===== src/rtl/pc_branch_unit.sv =====
// PC register with branch/JALR target formation, stall hold and misaligned-target trap FSM.
// Optional build macro PC_COMPRESSED_EN relaxes the alignment check to 2 bytes (C extension).
module pc_branch_unit #(
    parameter int unsigned  N        = 32,
    parameter logic [N-1:0] RESET_PC = '0,
    parameter logic [N-1:0] TRAP_VEC = N'(32'h0000_0100)
) (
    input  logic         clk,
    input  logic         rst,
    input  logic         en,
    input  logic         branch_taken,
    input  logic         jalr,
    input  logic [N-1:0] offset_shl,
    input  logic [N-1:0] rs1,
    input  logic         trap_ack,
    output logic [N-1:0] pc,
    output logic [N-1:0] pc_plus4,
    output logic         misaligned,
    output logic [N-1:0] bad_addr,
    output logic [1:0]   state
);

    typedef enum logic [1:0] {
        RUN  = 2'd0,
        HOLD = 2'd1,
        TRAP = 2'd2
    } state_e;

    state_e       state_q;
    logic [N-1:0] pc_q;
    logic [N-1:0] pc_d;
    logic         mis_q;
    logic [N-1:0] bad_q;

    logic [N-1:0] br_tgt;
    logic [N-1:0] jr_tgt;
    logic [N-1:0] tgt;
    logic         redirect;
    logic         tgt_mis;

    assign br_tgt   = pc_q + offset_shl;
    assign jr_tgt   = (rs1 + offset_shl) & {{(N-1){1'b1}}, 1'b0};
    assign redirect = jalr | branch_taken;
    assign tgt      = jalr ? jr_tgt : br_tgt;

    // Only redirects are checked; the sequential pc+4 path can never misalign.
`ifdef PC_COMPRESSED_EN
    assign tgt_mis = redirect & tgt[0];
`else
    assign tgt_mis = redirect & (tgt[1:0] != 2'b00);
`endif

    assign pc_plus4 = pc_q + N'(4);
    assign pc_d     = redirect ? tgt : pc_plus4;

    always_ff @(posedge clk or negedge rst) begin
        if (!rst) begin
            pc_q    <= RESET_PC;
            state_q <= RUN;
            mis_q   <= 1'b0;
            bad_q   <= '0;
        end else begin
            case (state_q)
                RUN, HOLD: begin
                    if (!en) begin
                        state_q <= HOLD;
                    end else if (tgt_mis) begin
                        pc_q    <= TRAP_VEC;
                        bad_q   <= tgt;
                        mis_q   <= 1'b1;
                        state_q <= TRAP;
                    end else begin
                        pc_q    <= pc_d;
                        state_q <= RUN;
                    end
                end
                TRAP: begin
                    // pc stays on TRAP_VEC; it only advances after the ack edge.
                    if (trap_ack) begin
                        mis_q   <= 1'b0;
                        state_q <= RUN;
                    end
                end
                default: begin
                    mis_q   <= 1'b0;
                    state_q <= RUN;
                end
            endcase
        end
    end

    assign pc         = pc_q;
    assign misaligned = mis_q;
    assign bad_addr   = bad_q;
    assign state      = state_q;

endmodule


===== config.mk =====
export PLATFORM = sky130hd
export DESIGN_NAME = pc_branch_unit
export DESIGN_NICKNAME = d
export VERILOG_FILES = /design/src/rtl/pc_branch_unit.sv
export SDC_FILE = /design/constraint.sdc
export NUM_CORES = 1
export LEC_CHECK = 0
export ABC_AREA = 1
export BUFFER_PORTS_ARGS = -buffer_cell sky130_fd_sc_hd__buf_2
export CAP_MARGIN = 20
export CORE_MARGIN = 5
export CORE_UTILIZATION = 55
export CTS_BUF_LIST = sky130_fd_sc_hd__clkbuf_4 sky130_fd_sc_hd__clkbuf_8
export CTS_CLUSTER_DIAMETER = 150
export CTS_CLUSTER_SIZE = 10
export DETAILED_ROUTE_END_ITERATION = 10
export PLACE_DENSITY = 0.8
export SYNTH_ARGS = -nofsm -noshare
export SYNTH_HDL_FRONTEND = slang
export SYNTH_SLANG_ARGS = --single-unit
export TNS_END_PERCENT = 20

===== constraint.sdc =====
create_clock -name clk -period 3.71 [get_ports clk]
set_input_delay 0.371 -clock clk [delete_from_list [all_inputs] [get_ports clk]]
set_output_delay 0.371 -clock clk [all_outputs]
set_load 0.01 [all_outputs]

==> results_dict.tcl, run 1 <==
set metrics [dict create \
    die_h_um 136 \
    viasPerCell 5.22 \
    slowest_delay_ns 0.62 \
    end_kind "output port" \
    p_leak_uw 0.00639 \
    die_x_um 136 \
    drt_pass1_iterations 6 \
    setup_tns_ns 0 \
    grt_pass1_vias 9376 \
    cts_setup_buffers 0 \
    critPathLaunchType "flip-flop" \
    finalWirelength_mm 30.5 \
    synth.avg_cell_area_um2 5.41 \
    fillers 1636 \
    die-area_um2 18500 \
    drc 0 \
    vias 10400 \
    rsz0062_at_grt "no" \
    fin_worst_hold_slack_ns 0.144 \
    rows 46 \
    pwr_density_cell_nw_per_um2 490 \
    cts_sinks 67 \
    syn_nets 1745 \
    path_clk_slew_ns 0.09 \
    wl_per_cell_um 15.3 \
    slew_viol_final 0 \
    syn_to_final_growth_pct 14.4 \
    worstPathArrival_ns 2.50 \
    ys_seq_elements 67 \
    synth.yosys.seq_area_share 0.192 \
    cts-root-buf "clkbuf_8" \
    drtIter0Drc 926 \
    finalCritPeriodShare 0.774 \
    status "finished clean" \
    grt_pass1_wl_mm 48.0 \
    min_path_type "primary input to async pin" \
    cts_buffers 9 \
    ir_drop_v 0.000337 \
    cap_violations 0 \
    hold_viol_final 0 \
    holdBufCountCts 0 \
    setup_viol 0 \
    clockBufferDepth 2 \
    grt.overflow.total 0 \
    htree_levels 3 \
    syn_inst 1611 \
    io_buffers 168 \
    ant_nets 0 \
    coreArea_um2 15700 \
    fin_skew_ns 0.0143 \
    max_freq_ghz 0.348 \
    layout.nets 1906 \
    dp_hpwl_mm 25.5 \
    initial_core_util 0.555 \
    crit_type "flip-flop to output port" \
    synth.distinct_cells 44 \
    n_antenna_cell 0 \
    yosys_warnings 0 \
    worstMarginPinSlew_ns 0.907 \
    fin_cells 1993 \
    track_usage 0.329 \
    insertion_delay_ns 0.35 \
    tritoncts "built" \
    power.total_uw 4890 \
    drive_gt1_frac 0.122 \
    place_congestion 1.00 \
    boundaryPins 169 \
    crit_path_top_delay_cell "dfrtp_1" \
    crit_required_ns 3.34 \
    cp_max_fo 7 \
    place_inst 1977 \
    ctsResizeCount 0 \
    period_needed_ns 2.87 \
    synth_area_um2 8720 \
    crit_chain "ha_1 -> nand2_2 -> nor2_4 -> inv_1 -> nor2_2 -> nand2_1 -> inv_2 -> nand3_1 -> nand2_1 -> inv_1 -> buf_2" \
    antenna_found_initial 0 \
    grt_max_degree 43 \
    max_slew_margin 0.395 \
]
==> per-layer routing <==
| metal | vias up | part of all wire | global-route usage |
|---|---|---|---|
| met2 | 468 | 0.45 | 0.527 |
| met3 | 65 | 0.092 | 0.0600 |
| met5 | - | 0 | 0 |
| met1 | 4607 | 0.42 | 0.446 |
| met4 | 0 | 0.039 | 0.115 |
| li1 | 5268 | - | - |
==> cells in the mapped netlist <==
cell / number / share of area
nand2_1: 670 / 0.29
inv_1: 310 / 0.13
nor2_1: 126 / 0.054
nand3_1: 121 / 0.069
a21oi_1: 73 / 0.042
dfrtp_1: 67 / 0.19
ha_1: 62 / 0.089
o21ai_0: 48 / 0.028
nor3_1: 16 / 0.0092
clkbuf_1: 14 / 0.0060
xor2_1: 14 / 0.014
buf_2: 7 / 0.0040
nand4_1: 7 / 0.0050
o22ai_1: 7 / 0.0050
nor4_1: 6 / 0.0043
nor2_2: 5 / 0.0036
and3_1: 4 / 0.0029
inv_2: 4 / 0.0017
nor2_4: 4 / 0.0052
or2_2: 4 / 0.0029
xnor2_1: 4 / 0.0040
a21o_1: 3 / 0.0026
a31oi_1: 3 / 0.0022
and2_1: 3 / 0.0022
nand3b_1: 3 / 0.0026
o21bai_1: 3 / 0.0026
a21boi_0: 2 / 0.0017
buf_1: 2 / 0.00086
buf_4: 2 / 0.0017
fa_1: 2 / 0.0046
nand2_2: 2 / 0.0014
clkinv_1: 1 / 0.00043
mux2i_1: 1 / 0.0011
nand2_4: 1 / 0.0013
nand3_2: 1 / 0.0011
nor3_2: 1 / 0.0011
nor3_4: 1 / 0.0019
nor3b_1: 1 / 0.00086
o211ai_1: 1 / 0.00086
o21ai_1: 1 / 0.00057
o21ai_2: 1 / 0.0010
o21bai_2: 1 / 0.0013
o31ai_1: 1 / 0.00086
or3_1: 1 / 0.00072
==> cells in the final DEF (no fill, tap or decap), types with 4 or more instances in the layout <==
cell type / instances
o22ai_1: 7
nor2_1: 125
ha_1: 62
nor3_1: 16
nand2_1: 670
nor2_2: 6
dfrtp_1: 67
and3_1: 4
buf_2: 168
nor2_4: 4
nand3_1: 121
or2_2: 4
clkbuf_8: 10
nand4_1: 7
buf_4: 7
xnor2_1: 4
xor2_1: 14
o21ai_0: 48
a21oi_1: 73
inv_2: 4
nor4_1: 6
inv_1: 310
==> final timing paths <==
| path | startpoint | to | slack, ns | depth (start not counted) |
|---|---|---|---|---|
| worst min-delay path | rst | pc[7] | 0.14 | 1 |
| worst min register to register | bad_addr[0] | bad_addr[0] | 0.48 | 2 |
| worst max register to register | pc[2] | pc[19] | 1.25 | 13 |
| worst max-delay path | pc[2] | pc_plus4[28] | 0.84 | 11 |
| min in group clk | en | state[0] | 0.19 | 2 |
| max in group asynchronous | rst | pc[20] | 2.61 | 2 |
==> critical path: cells and delay by family, from the launching register on <==
kind	cells	cell delay [ns]
adders and majority gates	1	0.26
buffers and inverters	4	0.42
DFF	1	0.62
and+or+nand+nor	6	0.86
==> kinds of logic after synthesis <==
group / count (synthesis) / synth area share
AO/OA/AOI/OAI: 144 / 0.0881
XOR/XNOR: 18 / 0.0181
adder cells (fa/ha/maj): 64 / 0.0936
buffers and inverters: 340 / 0.148
flip-flops: 67 / 0.192
multiplexers: 1 / 0.00115
AND/OR/NAND/NOR: 977 / 0.458
==> metrics by stage <==
stage,util,worst slack [ns],cell area [um2]
finish,0.635,0.840,9980
global route,0.635,0.730,9980
CTS,0.635,0.945,9980
detailed placement,0.622,1.22,9770
global placement,0.622,1.25,9770
floorplan,-,1.62,8720
==> cell type report <==
cell class / instances / area (um2) / area share
multi-input cells: 1204 / 5750 / 0.576
flip-flops and latches: 67 / 1680 / 0.168
inverters: 315 / 1180 / 0.119
repair buffers: 175 / 893 / 0.0896
well taps: 216 / 270 / 0.0271
clock buffers: 10 / 138 / 0.0138
clock inverters: 6 / 65.1 / 0.00652
==> power by group <==
group | switching (uW) | leakage [uW] | internal (uW)
logic | 1900 | 0.00544 | 1020
clock network | 303 | 0.000102 | 329
registers | 360 | 0.000843 | 985
total | 2560 | 0.00639 | 2330
==> state kept, by name, indices dropped and copies added (netlist names) <==
name	count
misaligned	1
bad_addr	32
pc	32
state	2
No activity file was read; power rests on OpenSTA's default activity.
==> inputs of run 2 (changes only) <==
--- a/config.mk
+++ b/config.mk
@@ -5,7 +5,7 @@
 export SDC_FILE = /design/constraint.sdc
 export NUM_CORES = 1
 export LEC_CHECK = 0
-export ABC_AREA = 1
+export ABC_AREA = 0
 export BUFFER_PORTS_ARGS = -buffer_cell sky130_fd_sc_hd__buf_2
 export CAP_MARGIN = 20
 export CORE_MARGIN = 5
@@ -14,7 +14,7 @@
 export CTS_CLUSTER_DIAMETER = 150
 export CTS_CLUSTER_SIZE = 10
 export DETAILED_ROUTE_END_ITERATION = 10
-export PLACE_DENSITY = 0.8
+export PLACE_DENSITY = 0.82
 export SYNTH_ARGS = -nofsm -noshare
 export SYNTH_HDL_FRONTEND = slang
 export SYNTH_SLANG_ARGS = --single-unit
==> constraint.sdc (replaced) <==
create_clock -name clk -period 2.7 [get_ports clk]
set_input_delay 0.27 -clock clk [delete_from_list [all_inputs] [get_ports clk]]
set_output_delay 0.27 -clock clk [all_outputs]
set_load 0.01 [all_outputs]
==> run 2 against run 1 <==
The flow now finishes with violations (setup timing). Sequential share of layout area rose by 0.24 points. Critical path depth unchanged. Total power up 54%. Critical path type is now flip-flop to flip-flop. Critical endpoint is now pc[30].
==> results_dict.tcl, run 2 <==
set metrics [dict create \
    place_inst 1353 \
    layout_common_cells "168 x buf_2, 156 x buf_4, 113 x nand2_1" \
    path_clk_slew_ns 0.08 \
    clockBufferDepth 2 \
    fin_skew_ns 0.0118 \
    drtIter0Drc 1486 \
    slew_viol_final 0 \
    viasPerCell 6.33 \
    multiInputGateArea_um2 5590 \
    critPathLaunchType "flip-flop" \
    vias 8695 \
    crit_path_top_delay_cell "dfrtp_1" \
    boundaryPins 169 \
    crit_chain "ha_2 -> fa_2 -> a21oi_4 -> o22ai_4 -> o2111ai_4 -> o22ai_2 -> a221o_1 -> a221oi_2 -> xnor2_2 -> a22oi_1 -> a21oi_1" \
    cts_buffers 9 \
    drt_pass1_iterations 8 \
    synth.avg_cell_area_um2 7.96 \
    synth.yosys.seq_area_share 0.234 \
    syn_to_final_growth_pct 37.5 \
    fillers 931 \
    yosysTopAreaCell "dfrtp_1" \
    cp_max_fo 3 \
    hold_viol_final 0 \
    drc 0 \
    pwr_density_cell_nw_per_um2 764 \
    dp_hpwl_mm 21.1 \
    failed_checks "setup timing" \
    fin_cells 1374 \
    antenna_found_initial 0 \
    fin_worst_hold_slack_ns 0.103 \
    layout.nets 1331 \
    rows 41 \
    cts-root-buf "clkbuf_8" \
    end_kind "flip-flop" \
    place_congestion 0.994 \
    yosys_warnings 0 \
    die_h_um 124 \
    period_needed_ns 2.84 \
    synth_area_um2 7160 \
    synth_flop_cell "dfrtp_1" \
    p_leak_uw 0.00484 \
    max_freq_ghz 0.352 \
    grt.overflow.total 0 \
    die_x_um 124 \
    io_buffers 168 \
    ant_nets 0 \
    grt_pass1_wl_mm 40.5 \
    max_slew_margin 0.481 \
    die-area_um2 15400 \
    seq_area_um2 1680 \
    synth_most_common_cell "nand2_1" \
    syn_nets 1033 \
    htree_levels 3 \
    coreArea_um2 12700 \
    setup_ws_ns -0.139 \
    utilization 0.777 \
    cts_sinks 67 \
    cap_violations 0 \
    synthArstFlopShare 1.00 \
    synth_edf_count 0 \
    n_antenna_cell 0 \
    worstPathArrival_ns 3.08 \
    crit_type "flip-flop to flip-flop" \
    synth.area.top_cells "dfrtp_1 23%, ha_1 11%, xnor2_1 6.6%" \
    wl_per_cell_um 20.1 \
    status "complete, but fails checks" \
    initial_core_util 0.565 \
    finalCritPeriodShare 1.05 \
    synth_common_cells "116 x nand2_1, 83 x a21oi_1, 73 x nor2_1" \
    finalWirelength_mm 27.7 \
    track_usage 0.340 \
    crit_required_ns 2.94 \
    tritoncts "built" \
    setup_viol 18 \
    ys_seq_elements 67 \
    worstMarginPinSlew_ns 0.778 \
    rsz0062_at_grt "yes" \
    slowest_delay_ns 0.40 \
    grt_max_degree 35 \
    grt_pass1_vias 7809 \
    holdPathStages 2 \
    ir_drop_v 0.000324 \
    syn_inst 899 \
    worst-r2r-cell-count 11 \
    final_common_cell "buf_2" \
    min_path_type "primary input to flip-flop" \
    synth.distinct_cells 80 \
    synth_top_area_frac 0.234 \
    insertion_delay_ns 0.36 \
    drive_gt1_frac 0.355 \
]
-- run 2: cell types whose count changed in the layout (fill, tap and decap cells not counted), sizes merged, moves of 11 or more --
cell	previous run	this run
o21ai	50	61
a21oi	73	84
nand2	673	116
inv	314	16
a21o	3	28
and3	4	17
a211oi	0	11
nor2	135	73
buf	175	328
nand3	122	30
mux2i	1	15
o21a	0	11
xnor2	4	54
-- run 2: final timing paths --
path,end,slack (ns),start
max in group asynchronous,pc[14],1.47,rst
worst min register to register,bad_addr[18],0.48,bad_addr[18]
min in group asynchronous,pc[27],0.52,rst
worst min-delay path,state[0],0.10,en
worst max register to register,pc[30],-0.14,pc[0]
worst max-delay path,pc[30],-0.14,pc[0]
-- run 2: layout make-up --
class                      instances  share of cell area
clock buffer                      11              0.0141
tap                              172              0.0219
inverter                          16             0.00610
clock inverter                     5             0.00788
timing repair buffer             329               0.212
sequential                        67               0.170
multi-input combinational        774               0.568
-- run 2: metrics by stage --
step	power, uW	area [um2]	TNS (ns)	setup slack (ns)
2_1_floorplan	4110	7160	0	0.0229
3_3_place_gp	5990	9240	-2.85	-0.249
3_5_place_dp	6080	9240	-4.53	-0.325
4_1_cts	7120	9570	-1.12	-0.172
5_1_grt	7940	9840	-3.30	-0.261
6_report	7520	9840	-1.14	-0.139
-- run 2: critical path: cells and delay by family (launching register included) --
kind,cells,cell delay [ns]
AO/OA/AOI/OAI,8,1.63
XOR/XNOR,1,0.12
flip-flops,1,0.40
adder cells (fa/ha/maj),2,0.58
-- run 2: where the power goes --
group	total, uW	internal (uW)	switching (uW)
clock	965	538	427
sequential	1630	1340	285
combinational	4930	2200	2730
-- run 2: repair_timing --
action / CTS / global route
pin swaps: 17 / 29
gates resized for setup: 19 / 50
endpoints found under the setup margin: 25 / 47
setup buffers: 2 / 2
hold buffers: 1 / 0
cloned: 0 / 0
endpoints found under the hold margin: 3 / 0
-- run 2: logic make-up (layout without fill, tap and decap cells) --
kind of cell / Yosys count / count (layout) / synth area share
simple gates: 307 / 307 / 0.197
compound gates: 305 / 305 / 0.298
xor+xnor: 78 / 78 / 0.0955
flops: 67 / 67 / 0.234
fa+ha+maj: 64 / 64 / 0.114
buf+inv: 58 / 361 / 0.0327
mux: 20 / 20 / 0.0288
-- run 2: routing by layer --
layer	share of wire	GRT usage	wire (um)
met5	0	0	0
met4	0.040	0.123	1110
met3	0.14	0.106	3870
met2	0.42	0.486	11600
met1	0.40	0.480	11100
==> inputs of run 3 (changes only) <==
--- a/config.mk
+++ b/config.mk
@@ -14,7 +14,7 @@
 export CTS_CLUSTER_DIAMETER = 150
 export CTS_CLUSTER_SIZE = 10
 export DETAILED_ROUTE_END_ITERATION = 10
-export PLACE_DENSITY = 0.82
+export PLACE_DENSITY = 0.81
 export SYNTH_ARGS = -nofsm -noshare
 export SYNTH_HDL_FRONTEND = slang
 export SYNTH_SLANG_ARGS = --single-unit
==> run 3 against run 2 <==
The flow still finishes with violations (setup timing). Die area is the same. Worst setup slack lost 0.084 ns. Sequential share of layout area grew 0.061 points. Clock-buffer cell count shrank 1. Largest cell class unchanged. Highest routed layer unchanged.
==> results_dict.tcl, run 3 (synthesis results as in run 2) <==
set metrics [dict create \
    status "complete, but fails checks" \
    failed_checks "setup timing" \
    timing.rr.end "pc[19]" \
    tritoncts "built" \
    rrSetupSlack_ns -0.22 \
    end_kind "flip-flop" \
    finalCritPeriodShare 1.08 \
    wl_per_cell_um 20.4 \
    grt.overflow.total 0 \
    worstPathArrival_ns 3.18 \
    track_usage 0.347 \
    fin_cells 1380 \
    period_needed_ns 2.92 \
    io_buffers 168 \
    viasPerCell 6.42 \
    path_delay_family "compound AO/OA/AOI/OAI gates" \
    max_slew_margin 0.614 \
    n_antenna_cell 0 \
    drt_pass1_iterations 6 \
    crit_path_top_delay_cell "a2111oi_1" \
    final_common_cell "buf_2" \
    layout_common_cells "168 x buf_2, 164 x buf_4, 114 x nand2_1" \
    critPathCapture "pc[19]" \
    place_inst 1354 \
    dp_hpwl_mm 21.4 \
    cts-root-buf "clkbuf_8" \
    antenna_found_initial 0 \
    clockBufferDepth 2 \
    die_h_um 124 \
    setup_ws_ns -0.223 \
    rsz0062_at_grt "yes" \
    die-area_um2 15400 \
    crit_type "flip-flop to flip-flop" \
    layout.nets 1337 \
    pwr_density_cell_nw_per_um2 764 \
    grt_pass1_wl_mm 41.6 \
    crit_chain "ha_1 -> a21o_1 -> a2111oi_1 -> o21ai_1 -> nand2_1 -> o21ai_2 -> a221oi_2 -> xnor2_2 -> a221o_1" \
    finalWirelength_mm 28.2 \
    die_x_um 124 \
    ant_nets 0 \
    drc 0 \
    fin_skew_ns 0.0121 \
    grt_pass1_vias 8003 \
    fin_worst_hold_slack_ns 0.109 \
    critPathLaunchType "flip-flop" \
    drtIter0Drc 1434 \
    slowest_delay_ns 0.57 \
    ir_drop_v 0.000294 \
    drive_gt1_frac 0.349 \
    cts_buffers 9 \
    worst-path-buf-inv 0 \
    syn_to_final_growth_pct 36.9 \
    grt_max_degree 31 \
    r2r-start "pc[8]" \
    cp-startpoint "pc[8]" \
    coreArea_um2 12700 \
    p_leak_uw 0.00484 \
    worstMarginPinSlew_ns 0.565 \
    worst-r2r-cell-count 9 \
    hold_viol_final 0 \
    crit_required_ns 2.95 \
    insertion_delay_ns 0.37 \
    path_clk_slew_ns 0.09 \
    rows 41 \
    htree_levels 3 \
    vias 8866 \
    initial_core_util 0.565 \
    setup_viol 22 \
    place_congestion 1.00 \
    cp_max_fo 2 \
    boundaryPins 169 \
    path_depth 9 \
    max_freq_ghz 0.342 \
    cts_sinks 67 \
    cap_violations 0 \
    slew_viol_final 0 \
    min_path_type "primary input to flip-flop" \
]
run 3: how the worst min path moves through the flow:
stage,startpoint,end,depth (start not counted)
detailed placement,rst,bad_addr[29],1
global placement,rst,bad_addr[29],1
CTS,en,state[0],2
floorplan,rst,bad_addr[0],0
finish,en,state[0],2
global route,en,state[0],2
run 3: repair_timing:
| item | in CTS | in global routing |
|---|---|---|
| pin swaps | 14 | 26 |
| endpoints found under the setup margin | 26 | 42 |
| gates resized for setup | 15 | 37 |
| hold endpoints to repair | 12 | 0 |
| buffers inserted | 2 | 7 |
| hold buffers | 1 | 0 |
| cloned | 0 | 0 |
run 3: layout make-up:
cell class | instances | area [um2]
multi-input cells | 774 | 5520
fillers | 942 | 2870
repair buffers | 335 | 2100
flip-flops and latches | 67 | 1680
well taps | 172 | 215
clock buffers | 10 | 138
clock inverters | 6 | 87.6
inverters | 16 | 60.1
run 3: metrics by stage:
| step | total power (uW) | worst slack, ns | setup TNS (ns) | util | instance area (um2) |
|---|---|---|---|---|---|
| after detailed placement | 6040 | -0.244 | -3.90 | 0.728 | 9220 |
| after CTS | 7100 | -0.191 | -1.59 | 0.754 | 9550 |
| final | 7490 | -0.223 | -2.00 | 0.773 | 9800 |
| after global routing | 7870 | -0.275 | -4.13 | 0.773 | 9800 |
| after floorplan | 4110 | 0.0229 | 0 | - | 7160 |
| after global placement | 5960 | -0.178 | -2.17 | 0.728 | 9220 |
run 3: per-layer routing:
layer  GRT usage  wire [um]
met5           0          0
met4       0.124       1090
met3      0.0995       4040
met2       0.509      12100
met1       0.485      10900
run 3: power by group:
group / total [uW] / internal [uW] / switching (uW)
Combinational: 4870 / 2140 / 2730
Sequential: 1630 / 1340 / 289
Clock: 983 / 547 / 436
